===== src/rtl/char_sched_pkg.sv =====
// Shared types for the falling-character scheduler: FSM states, slot record, field widths.
package char_sched_pkg;

    localparam int CHAR_W = 8;
    localparam int COL_W  = 10;
    localparam int ROW_W  = 10;
    localparam int SPD_W  = 3;
    localparam int SUM_W  = ROW_W + 1;

    typedef enum logic [1:0] {
        ST_IDLE  = 2'd0,
        ST_SWEEP = 2'd1,
        ST_MATCH = 2'd2,
        ST_OVER  = 2'd3
    } sched_state_e;

    typedef struct packed {
        logic              active;
        logic [CHAR_W-1:0] ch;
        logic [COL_W-1:0]  col;
        logic [ROW_W-1:0]  row;
        logic [SPD_W-1:0]  speed;
    } slot_t;

    localparam int SLOT_W = $bits(slot_t);

    // Index of the lowest clear bit; callers check that one exists.
    function automatic int lowest_clear(input logic [63:0] v);
        int idx;
        idx = 0;
        for (int i = 63; i >= 0; i--) begin
            if (!v[i]) idx = i;
            else       idx = idx;
        end
        return idx;
    endfunction

endpackage


===== src/rtl/char_slot_table.sv =====
// Slot register file: one write port, a renderer read port and a scan read port.
module char_slot_table
    import char_sched_pkg::*;
#(
    parameter  int SLOTS = 16,
    localparam int IDX_W = $clog2(SLOTS)
) (
    input  logic              clk,
    input  logic              rst,
    input  logic              wr_en_i,
    input  logic [IDX_W-1:0]  wr_idx_i,
    input  slot_t             wr_data_i,
    input  logic [IDX_W-1:0]  rd_idx_i,
    output logic              rd_active_o,
    output logic [CHAR_W-1:0] rd_char_o,
    output logic [COL_W-1:0]  rd_col_o,
    output logic [ROW_W-1:0]  rd_row_o,
    input  logic [IDX_W-1:0]  scan_idx_i,
    output slot_t             scan_data_o,
    output logic [SLOTS-1:0]  active_o
);

    slot_t [SLOTS-1:0] mem_q;

    // Slot storage; reset clears every entry.
    always_ff @(posedge clk) begin
        if (rst) begin
            mem_q <= '0;
        end else if (wr_en_i) begin
            mem_q[wr_idx_i] <= wr_data_i;
        end else begin
            mem_q <= mem_q;
        end
    end

    assign rd_active_o = mem_q[rd_idx_i].active;
    assign rd_char_o   = mem_q[rd_idx_i].ch;
    assign rd_col_o    = mem_q[rd_idx_i].col;
    assign rd_row_o    = mem_q[rd_idx_i].row;
    assign scan_data_o = mem_q[scan_idx_i];

    // Occupancy vector for free-slot search.
    always_comb begin
        active_o = '0;
        for (int i = 0; i < SLOTS; i++) begin
            active_o[i] = mem_q[i].active;
        end
    end

endmodule


===== src/rtl/falling_char_scheduler.sv =====
// Falling-character slot scheduler: spawn, per-frame sweep, keystroke match, game over.
// Optional FCS_LEVEL_SPEEDUP_EN adds a hit-driven level to every fall step.
module falling_char_scheduler
    import char_sched_pkg::*;
#(
    parameter  int SLOTS    = 16,
    parameter  int Y_BOUND  = 480,
    parameter  int MAX_MISS = 8,
    localparam int IDX_W    = $clog2(SLOTS)
) (
    input  logic              clk,
    input  logic              rst,
    input  logic              frame_tick,
    input  logic              spawn_valid,
    output logic              spawn_ready,
    input  logic [CHAR_W-1:0] spawn_char,
    input  logic [COL_W-1:0]  spawn_col,
    input  logic [SPD_W-1:0]  spawn_speed,
    input  logic              key_valid,
    input  logic [CHAR_W-1:0] key_ascii,
    input  logic [IDX_W-1:0]  rd_idx,
    output logic              rd_active,
    output logic [CHAR_W-1:0] rd_char,
    output logic [COL_W-1:0]  rd_col,
    output logic [ROW_W-1:0]  rd_row,
    output logic              hit_pulse,
    output logic              miss_pulse,
    output logic              key_drop,
    output logic [15:0]       score,
    output logic [7:0]        miss_cnt,
    output logic              gameover
);

    sched_state_e      state_q, state_d;
    logic [IDX_W-1:0]  ptr_q, ptr_d;
    logic              tick_pend_q, tick_pend_d;
    logic              keybuf_full_q, keybuf_full_d;
    logic [CHAR_W-1:0] keybuf_q, keybuf_d;
    logic              hit_q, hit_d;
    logic              miss_q, miss_d;
    logic [15:0]       score_q, score_d;
    logic [7:0]        miss_cnt_q, miss_cnt_d;
    logic              gameover_q;

    logic              wr_en_s;
    logic [IDX_W-1:0]  wr_idx_s;
    slot_t             wr_data_s;
    slot_t             scan_data_s;
    logic [SLOTS-1:0]  active_s;
    logic              free_found_s;
    logic [IDX_W-1:0]  free_idx_s;
    logic [SUM_W-1:0]  sum_s;
    logic              last_slot_s;

    char_slot_table #(.SLOTS(SLOTS)) u_table (
        .clk        (clk),
        .rst        (rst),
        .wr_en_i    (wr_en_s),
        .wr_idx_i   (wr_idx_s),
        .wr_data_i  (wr_data_s),
        .rd_idx_i   (rd_idx),
        .rd_active_o(rd_active),
        .rd_char_o  (rd_char),
        .rd_col_o   (rd_col),
        .rd_row_o   (rd_row),
        .scan_idx_i (ptr_q),
        .scan_data_o(scan_data_s),
        .active_o   (active_s)
    );

    assign free_found_s = ~&active_s;
    assign free_idx_s   = IDX_W'(lowest_clear(64'(active_s)));
    assign last_slot_s  = (ptr_q == IDX_W'(SLOTS - 1));

    // Next-state, table write and strobe logic.
    always_comb begin
        state_d       = state_q;
        ptr_d         = ptr_q;
        tick_pend_d   = tick_pend_q;
        keybuf_full_d = keybuf_full_q;
        keybuf_d      = keybuf_q;
        hit_d         = 1'b0;
        miss_d        = 1'b0;
        score_d       = score_q;
        miss_cnt_d    = miss_cnt_q;
        wr_en_s       = 1'b0;
        wr_idx_s      = ptr_q;
        wr_data_s     = scan_data_s;
        spawn_ready   = 1'b0;
        key_drop      = 1'b0;

        // Ticks and keys are captured in every state except OVER.
        if (!rst && (state_q != ST_OVER)) begin
            if (frame_tick) tick_pend_d = 1'b1;
            else            tick_pend_d = tick_pend_q;
            if (key_valid && keybuf_full_q) begin
                key_drop = 1'b1;
            end else if (key_valid) begin
                keybuf_full_d = 1'b1;
                keybuf_d      = key_ascii;
            end else begin
                keybuf_full_d = keybuf_full_q;
            end
        end else begin
            tick_pend_d = tick_pend_q;
        end

        case (state_q)
            ST_IDLE: begin
                if (tick_pend_q) begin
                    state_d     = ST_SWEEP;
                    ptr_d       = '0;
                    tick_pend_d = frame_tick;
                end else if (keybuf_full_q) begin
                    state_d = ST_MATCH;
                    ptr_d   = '0;
                end else begin
                    spawn_ready = !rst && free_found_s && !gameover_q;
                    if (spawn_valid && spawn_ready) begin
                        wr_en_s   = 1'b1;
                        wr_idx_s  = free_idx_s;
                        wr_data_s = '{active: 1'b1, ch: spawn_char, col: spawn_col,
                                      row: '0, speed: spawn_speed};
                    end else begin
                        wr_en_s = 1'b0;
                    end
                end
            end
            ST_SWEEP: begin
                if (scan_data_s.active && (sum_s >= SUM_W'(Y_BOUND))) begin
                    wr_en_s          = 1'b1;
                    wr_data_s.active = 1'b0;
                    miss_d           = 1'b1;
                    if (miss_cnt_q < 8'(MAX_MISS)) miss_cnt_d = miss_cnt_q + 8'd1;
                    else                           miss_cnt_d = miss_cnt_q;
                end else if (scan_data_s.active) begin
                    wr_en_s       = 1'b1;
                    wr_data_s.row = sum_s[ROW_W-1:0];
                end else begin
                    wr_en_s = 1'b0;
                end
                if (last_slot_s) begin
                    state_d = (miss_cnt_d == 8'(MAX_MISS)) ? ST_OVER : ST_IDLE;
                end else begin
                    ptr_d = ptr_q + IDX_W'(1);
                end
            end
            ST_MATCH: begin
                if (scan_data_s.active && (scan_data_s.ch == keybuf_q)) begin
                    wr_en_s          = 1'b1;
                    wr_data_s.active = 1'b0;
                    hit_d            = 1'b1;
                    keybuf_full_d    = 1'b0;
                    state_d          = ST_IDLE;
                    if (score_q != 16'hFFFF) score_d = score_q + 16'd1;
                    else                     score_d = score_q;
                end else if (last_slot_s) begin
                    keybuf_full_d = 1'b0;
                    state_d       = ST_IDLE;
                end else begin
                    ptr_d = ptr_q + IDX_W'(1);
                end
            end
            ST_OVER: begin
                state_d = ST_OVER;
            end
            default: begin
                state_d = ST_IDLE;
            end
        endcase
    end

`ifdef FCS_LEVEL_SPEEDUP_EN
    logic [2:0] level_q, level_d;

    // Level steps up on every 16th hit and holds at 7.
    always_comb begin
        if (hit_d && (score_q[3:0] == 4'hF) && (level_q != 3'd7)) level_d = level_q + 3'd1;
        else                                                     level_d = level_q;
    end

    // Level register.
    always_ff @(posedge clk) begin
        if (rst) level_q <= 3'd0;
        else     level_q <= level_d;
    end

    assign sum_s = SUM_W'(scan_data_s.row) + SUM_W'(scan_data_s.speed) + SUM_W'(level_q);
`else
    assign sum_s = SUM_W'(scan_data_s.row) + SUM_W'(scan_data_s.speed);
`endif

    // Control state and registered status outputs.
    always_ff @(posedge clk) begin
        if (rst) begin
            state_q       <= ST_IDLE;
            ptr_q         <= '0;
            tick_pend_q   <= 1'b0;
            keybuf_full_q <= 1'b0;
            keybuf_q      <= '0;
            hit_q         <= 1'b0;
            miss_q        <= 1'b0;
            score_q       <= 16'd0;
            miss_cnt_q    <= 8'd0;
            gameover_q    <= 1'b0;
        end else begin
            state_q       <= state_d;
            ptr_q         <= ptr_d;
            tick_pend_q   <= tick_pend_d;
            keybuf_full_q <= keybuf_full_d;
            keybuf_q      <= keybuf_d;
            hit_q         <= hit_d;
            miss_q        <= miss_d;
            score_q       <= score_d;
            miss_cnt_q    <= miss_cnt_d;
            gameover_q    <= (state_d == ST_OVER);
        end
    end

    assign hit_pulse  = hit_q;
    assign miss_pulse = miss_q;
    assign score      = score_q;
    assign miss_cnt   = miss_cnt_q;
    assign gameover   = gameover_q;

endmodule


===== config.mk =====
export PLATFORM = sky130hd
export DESIGN_NAME = falling_char_scheduler
export DESIGN_NICKNAME = d
export VERILOG_FILES = /design/src/rtl/char_sched_pkg.sv /design/src/rtl/char_slot_table.sv /design/src/rtl/falling_char_scheduler.sv
export SDC_FILE = /design/constraint.sdc
export NUM_CORES = 1
export LEC_CHECK = 0
export CORE_AREA = 4 4 246 248
export DETAILED_ROUTE_END_ITERATION = 8
export DIE_AREA = 0 0 250 252
export PLACE_DENSITY = 0.67
export RECOVER_POWER = 50
export SLEW_MARGIN = 25
export SYNTH_ARGS = -nofsm -noshare
export SYNTH_HDL_FRONTEND = slang
export SYNTH_SLANG_ARGS = --single-unit

===== constraint.sdc =====
create_clock -name clk -period 16.9 [get_ports clk]
set_clock_uncertainty 0.15 [all_clocks]
set_input_delay 4.225 -clock clk [delete_from_list [all_inputs] [get_ports clk]]
set_output_delay 4.225 -clock clk [all_outputs]
set_load 0.05 [all_outputs]

# [Word-level counts from Yosys, hierarchy flattened]
# Index checks and enable logic that the tools add are counted.
[word_totals] register_bits=555 inputBits=38 out_inout_bits=58 wordCells=209
[op_classes] addsub=4 magnitude_cmp=6 n_eq_ne=11 mux=76 bitwise_logic=3 reduce_logical=19
[ops] op="bitwise mux 512 bit" n=1
[ops] op="binary-select mux 32 bit (select 4 bit)" n=2
[ops] op="two-way mux 32 bit" n=6
[ops] op="demux 32 bit (select 4 bit)" n=1
[ops] op="two-way mux 4 bit" n=24
[ops] op="two-way mux 1 bit" n=24
[ops] op="two-way mux 8 bit" n=3
[ops] op="two-way mux 10 bit" n=2
[ops] op="case mux 10 bit (2 select lines)" n=1
[ops] op="two-way mux 18 bit" n=1
[ops] op="adder 16 x 1 -> 16 bit, second input constant" n=1
[ops] op="!= test 16 bit, second input constant" n=1
[ops] op="AND reduction 16 bit" n=1
[ops] op="less-than comparator 4 x 5 -> 1 bit, second input constant" n=3
[ops] op="two-way mux 2 bit" n=6
[ops] op="case mux 4 bit (3 select lines)" n=1
[ops] op="adder 10 x 3 -> 11 bit" n=1
[ops] op="greater-or-equal comparator 11 x 9 -> 1 bit, second input constant" n=1
[ops] op="AND reduction 3 bit" n=3
[ops] op="adder 8 x 1 -> 8 bit, second input constant" n=1
[ops] op="== test 8 x 4 -> 1 bit, second input constant" n=1
[ops] op="== test 8 bit" n=1
[ops] op="logical AND 1 bit" n=8
[ops] op="less-than comparator 8 x 4 -> 1 bit, second input constant" n=1
[ops] op="15 further kinds" n=24

# [Depth between registers and ports, before layout]
# Gate-level depths: netlist of the first run.
[logic_depth] ltp_word=25 mapped_depth=25 depth_no_buf=16

# [Cells and area by module]
# From an unflattened synthesis of the first run, not the netlist that was laid out.
[unflattened] hier_cells=3312 hier_area_um2=29753.5
[by_module_without_submodules] mod="char_slot_table" n_inst=1 cells_each=2949 area_per_inst_um2=26827.0 seq_area_each_um2=10249.8
[by_module_without_submodules] mod="falling_char_scheduler" n_inst=1 cells_each=363 area_per_inst_um2=2926.6 seq_area_each_um2=860.8

# [Least setup slack after synthesis of the first run]
# OpenSTA, ideal clock, no wires.
[synth_path] path_kind="input port to output port" from="in rd_idx[0]" to="out rd_active" t_arrival_ps=6721 required_ps=12525 setup_slack_ps=5804 path_stages=5 n_path_buf=3 cell_sequence="clkbuf_1 buf_1 clkbuf_1 mux4_2 mux4_2"
[synth_via] elab_chain_cells=2
[synth_lines] item="start: declaration" line="falling_char_scheduler.sv:21" rtl="input logic [IDX_W-1:0] rd_idx,"
[synth_lines] item="binary-select mux 32 bit (select 4 bit)" line="char_slot_table.sv:36" rtl="assign rd_active_o = mem_q[rd_idx_i].active;"
[synth_lines] item="two-way mux 32 bit (not written as such)" line="char_slot_table.sv:36"
[synth_lines] item="end: declaration" line="falling_char_scheduler.sv:22" rtl="output logic rd_active,"
# Every way passes these cells. The select of a mux whose other input is x is not followed.

# [Final worst setup path of the first run]
[layout_path] from="reg ptr_q[1]" to="reg u_table.mem_q[156] (netlist bit)"
[layout_via] elab_chain_cells=9 word_cells_on_any_way=25 cone_classes="1 x add/sub; 3 x order compare; 1 x eq/ne; 17 x mux; 3 x reduce/logical"
[layout_lines] item="start: declaration" line="falling_char_scheduler.sv:35" rtl="logic [IDX_W-1:0] ptr_q, ptr_d;"
[layout_lines] item="start signal: assignment" line="falling_char_scheduler.sv:208" rtl="ptr_q <= ptr_d;"
[layout_lines] item="branches (longest 9 deep; another with adder 10 x 3 -> 11 bit)"
[layout_lines] item="end signal: indexed assignment" line="char_slot_table.sv:30" rtl="mem_q[wr_idx_i] <= wr_data_i;"
[layout_lines] item="end signal: assignment" line="char_slot_table.sv:32" rtl="mem_q <= mem_q;"
[layout_lines] item="end: declaration" line="char_slot_table.sv:23" rtl="slot_t [SLOTS-1:0] mem_q;"
# Several ways; the timed one is not identified. The select of a mux whose other input is x is not followed.
# A chain may end at the register's enable or synchronous reset.

==> run metrics, run 1 <==
failing checks capacitance limit, slew limit; Final min period 12360 ps; critical path data required time 17260 ps; normalized max-slew margin -157%; Critical Path AT 12720 ps; critical path startpoint category register; Max IR drop VDD 0.0000942 V; router iterations before antenna repair 6; Bufs on Longest Clock Path 3; pwr dens 102 nW/um^2; root buffer cell clkbuf_16; register area share after synthesis 38.4%; DRT Wirelength 89800 um; Min-Delay Path Class register to register; Lkg Pwr 0.0104 uW; GRT Residual Overflow 0; # setup viols final 0; vias in the first global route 22800; placed instance area 29800 um^2; yosys warns 0; Post-synth EDFFs 0; Final TNS setup 0 ps; final std cells w/o fill 3608; first-pass GRT wire length 137000 um; Final Util 54.1%; Via density 6.54; Post-Syn Nets 2941; Cells after DPL 3495; share of cells above drive strength 1 18.6%; R2R Path Start ptr_q[1]; cell area after synthesis 28900 um^2; Syn Inst Count 2892; H-tree depth 2; clock latency on the worst-skew pair 640 ps; Hold Fails Final Rpt 0; max_cap viols 15; Final Cycle Share 73.1%; input/output buffers 95; hold_sp miss_cnt[5]; row count 89; crit-path max FO 48; Synth cell types 73; Die Width 250 um; Core Region 58500 um^2; Antenna Violating Nets Remaining 0; Synth async-reset ratio 0%; pin count of the biggest net entering global routing 253; max-slew violation count 422; GPL Wtd Cong 0.864; RSZ-0062 raised after global routing false; crit path launch ptr_q[1]; Non-Filler Cell Area, Final 31600 um^2; Post-DP HPWL 52700 um; clk sinks 555; Mean Syn Cell Area 10.0 um^2; IO Count 96; fmax 80.9 MHz; initial cell density of the core 49.5%; ys flop type dfxtp_1; DRC 0; routed vias 23600; Post-CTS Hold Buffers 0; initial antenna violation count 1; FF+latch count, synth 555; Worst-path clk slew 60 ps; synthesis-to-finish area growth 9.34%; WL/cell 24.9 um; outcome finished with violations; number of DRC markers in iteration 0 2829; slew of the pin with the lowest slew margin 3850 ps; Setup CP Type register to register; nets 2835; postcts setup bufs 0; die area 63000 um^2; Num CTS Buffers 59; CTS tree built; Overall Global Routing Usage 27.7%; Ant. Diodes 0; # resized after CTS 0; hold_ws 328 ps; Crit. End Element register; die height 252 um
-- power by group --
group,internal (uW),switching [uW],total (uW)
combinational,180,339,519
sequential,1330,34.8,1370
clock,774,566,1340
total,2290,940,3230
-- registers in the layout, summed over array words and instances (netlist names) --
name / cells
ptr_q: 4
tick_pend_q: 1
score: 16
state_q: 2
miss_pulse: 1
u_table.mem_q: 496
keybuf_full_q: 1
hit_pulse: 1
u_table.active_o: 16
keybuf_q: 8
gameover: 1
miss_cnt: 8
-- area by class of cell --
type	count	area, um^2
inverter	21	78.8
clock buffer	89	1820
clock inverter	21	196
fill	4999	26800
sequential	555	11100
timing repair buffer	137	1270
tap	773	967
multi-input combinational	2012	16200
-- worst max-delay path, stage by stage, from the launching register on --
cell      delay [ps]
dfxtp_1         1570
clkbuf_1        2510
inv_1           1480
mux2_2           490
nand2_1           50
o21ai_0          450
nand2_1          300
o31ai_1          430
nand2b_1         540
nor3_1          1880
clkbuf_1        1820
nor2_1           150
a211oi_1         350
-- per-layer routing --
metal,wire length (um),track usage [%]
met5,13,0
met4,4110,11.3
met3,8880,5.56
met2,41300,44.2
met1,35400,37.4
-- cells by family after synthesis --
kind of cell | share of synthesized area [%]
multiplexers | 24.3
AO/OA/AOI/OAI | 11.2
AND/OR/NAND/NOR | 19.0
adder cells (fa/ha/maj) | 0.501
buffers and inverters | 5.52
XOR/XNOR | 1.06
flip-flops | 38.4
-- cell usage in the layout (no fill, tap or decap), drive strengths merged, types with 4 or more instances in the layout --
cell type,count
a21oi,53
mux2,18
nand2b,6
nor2b,10
nand2,105
ha,10
clkinv,10
or3,22
nand3,15
a221oi,5
a31oi,8
nor2,705
buf,38
a311oi,61
xnor2,18
nor3,264
mux4,286
clkbuf,98
o21bai,4
o21ai,36
o22ai,4
clkdlybuf4s50,63
a211oi,216
dfxtp,555
nand3b,19
and2,8
and3,15
a32oi,4
mux2i,40
inv,25
o211ai,6
nand4,13
a211o,4
nor4,4
xor2,17
clkinvlp,5
dlygate4sd3,27
-- path summary, 6_finish.rpt --
kind | cells past startpoint | slack, ps | to
setup / recovery | 12 | 4540 | u_table.mem_q[156]
hold / removal | 1 | 330 | miss_cnt[5]
setup reg to reg | 12 | 4540 | u_table.mem_q[156]
hold reg to reg | 1 | 330 | miss_cnt[5]
-- cells in the mapped netlist, drive strengths merged (5+ instances only) --
| master | count | share of area, % |
|---|---|---|
| nor2 | 705 | 9.1 |
| dfxtp | 555 | 38 |
| mux4 | 286 | 22 |
| nor3 | 264 | 5.6 |
| a211oi | 216 | 5.6 |
| buf | 161 | 3.4 |
| clkbuf | 143 | 1.9 |
| nand2 | 105 | 1.4 |
| a311oi | 61 | 2.1 |
| a21oi | 53 | 0.92 |
| mux2i | 40 | 1.4 |
| o21ai | 36 | 0.66 |
| or3 | 22 | 0.48 |
| inv | 21 | 0.27 |
| nand3b | 19 | 0.49 |
| mux2 | 18 | 0.70 |
| xnor2 | 18 | 0.54 |
| xor2 | 17 | 0.51 |
| and3 | 15 | 0.32 |
| nand3 | 15 | 0.26 |
| nand4 | 13 | 0.28 |
| ha | 10 | 0.43 |
| nor2b | 10 | 0.22 |
| a31oi | 8 | 0.17 |
| and2 | 8 | 0.17 |
| nand2b | 6 | 0.14 |
| o211ai | 6 | 0.22 |
| a221oi | 5 | 0.22 |
-- per-stage QoR --
step / power (uW) / setup slack, ps
after detailed placement: 1920 / 4830
after floorplan: 1790 / 5800
after global placement: 1900 / 4910
after global routing: 3330 / 3900
after CTS: 3240 / 4820
final: 3230 / 4540
No activity file was read; power rests on OpenSTA's default activity.
==> run 2, diff against run 1 <==
--- a/config.mk
+++ b/config.mk
@@ -8,7 +8,7 @@
 export CORE_AREA = 4 4 246 248
 export DETAILED_ROUTE_END_ITERATION = 8
 export DIE_AREA = 0 0 250 252
-export PLACE_DENSITY = 0.67
+export PLACE_DENSITY = 0.69
 export RECOVER_POWER = 50
 export SLEW_MARGIN = 25
 export SYNTH_ARGS = -nofsm -noshare
==> constraint.sdc (replaced) <==
create_clock -name clk -period 10.75 [get_ports clk]
set_clock_uncertainty 0.15 [all_clocks]
set_input_delay 2.6875 -clock clk [delete_from_list [all_inputs] [get_ports clk]]
set_output_delay 2.6875 -clock clk [all_outputs]
set_load 0.05 [all_outputs]
==> run metrics, run 2 (same netlist as run 1, synthesis figures left out) <==
Hold Fails Final Rpt 0; critical path startpoint category register; pin count of the biggest net entering global routing 226; Reg2Reg Depth 12; clock latency on the worst-skew pair 640 ps; clock power share 42.9%; Bufs on Longest Clock Path 3; nets 2842; Lkg Pwr 0.0105 uW; initial antenna violation count 3; die height 252 um; Num CTS Buffers 59; Final Cycle Share 87.6%; vias in the first global route 23300; GPL Wtd Cong 0.859; Ant. Diodes 0; Core Region 58500 um^2; CTS tree built; Worst Setup EP u_table.mem_q[124]; number of DRC markers in iteration 0 3013; fmax 106 MHz; IO Count 96; die area 63000 um^2; Die Width 250 um; Final min period 9420 ps; Final TNS setup 0 ps; slew of the pin with the lowest slew margin 6430 ps; max_cap viols 7; pwr dens 163 nW/um^2; synthesis-to-finish area growth 10.3%; WL/cell 25.2 um; worst setup margin 1330 ps; H-tree depth 2; DRC 0; # setup viols final 0; first-pass GRT wire length 138000 um; switch share 28.2%; input/output buffers 95; RSZ-0062 raised after global routing false; max-slew violation count 342; outcome finished with violations; critical path data required time 10820 ps; sequential power share 41.2%; pre-CTS setup slack 2190 ps; commonest cells after routing, fill and taps aside nor2_1 (704), dfxtp_1 (551), mux4_2 (286), a211oi_1 (216), nor3_1 (215); share of cells above drive strength 1 18.9%; routed vias 23900; Via density 6.61; Antenna Violating Nets Remaining 0; Post-CTS Hold Buffers 0; register bank with the most flops u_table.mem_q; Post-DP HPWL 53600 um; Overall Global Routing Usage 28.0%; DRT Wirelength 91200 um; Min-Delay Path Class register to register; row count 89; router iterations before antenna repair 6; crit-path max FO 46; clk sinks 555; max reg flops 496; Setup CP Type register to register; most common cell after layout, fill and taps aside nor2_1; Comb pwr share 16.0%; reg2reg end u_table.mem_q[124]; root buffer cell clkbuf_16; Crit. End Element register; Pint 3740 uW; R2R Setup Slk 1330 ps; Max IR drop VDD 0.000123 V; # resized after CTS 0; Critical Path AT 9490 ps; failing checks capacitance limit, slew limit; R2R Path Start ptr_q[2]; postcts setup bufs 0; Worst-path clk slew 60 ps; initial cell density of the core 49.5%; crit path launch ptr_q[2]; GRT Residual Overflow 0; normalized max-slew margin -329%; P_sw 1470 uW
[run 2: cell count changes in the layout (fill, tap and decap cells not counted), sizes merged]
cell / previous run / this run
bufinv: 2 / 11
clkbuf: 98 / 89
buf: 38 / 43
clkinv: 10 / 13
clkinvlp: 5 / 2
inv: 25 / 23
dlymetal6s4s: 0 / 1
[run 2: power by group through the flow]
stage / clock, uW / sequential (uW) / combinational (uW)
CTS: 2260 / 2140 / 839
global placement: 0 / 2190 / 811
detailed placement: 0 / 2190 / 836
finish: 2240 / 2150 / 833
global route: 2340 / 2150 / 891
floorplan: 0 / 2160 / 647
[run 2: metal layers]
layer | vias to the layer above | wire [um] | global-route usage (%)
li1 | 10400 | - | -
met3 | 296 | 8880 | 5.13
met2 | 1306 | 42800 | 45.7
met4 | 4 | 4340 | 12.3
met1 | 11800 | 35100 | 37.0
met5 | - | 15 | 0
[run 2: final cells by class]
cell class / count / area [um^2]
timing repair buffer: 144 / 1360
tap: 773 / 967
sequential: 555 / 11100
inverter: 21 / 78.8
clock inverter: 28 / 447
fill: 4997 / 26500
clock buffer: 79 / 1680
multi-input combinational: 2012 / 16300
[run 2: per-stage QoR]
stage | std cells | util [%] | area, um^2 | total power [uW] | hold slack [ps]
floorplan | 2892 | - | 28900 | 2810 | 293
finish | 3612 | 54.6 | 31900 | 5220 | 324
detailed placement | 3500 | 51.2 | 29900 | 3030 | 311
CTS | 3607 | 54.8 | 32000 | 5240 | 319
global placement | 3495 | 51.0 | 29800 | 3000 | 307
global route | 3612 | 54.6 | 31900 | 5380 | 340
[run 2: worst min-delay path by stage]
stage	from	end	slack, ps	cells past startpoint
after floorplan	u_table.mem_q[222]	u_table.mem_q[222]	290	2
after global placement	u_table.mem_q[382]	u_table.mem_q[382]	310	2
after detailed placement	u_table.mem_q[382]	u_table.mem_q[382]	310	2
after CTS	u_table.mem_q[382]	u_table.mem_q[382]	320	2
after global routing	miss_cnt[5]	miss_cnt[5]	340	1
final	u_table.mem_q[382]	u_table.mem_q[382]	320	2
[run 2: critical path, stage by stage (launching register included)]
cell       delay [ps]
dfxtp_4           930
clkbuf_1         2170
mux4_2            710
mux2i_1           480
xnor2_1           110
a2111oi_0         360
a41oi_1           290
o31ai_1           510
nand2_1           520
nor3_1           1090
clkbuf_1          830
buf_4             600
a211oi_1          170
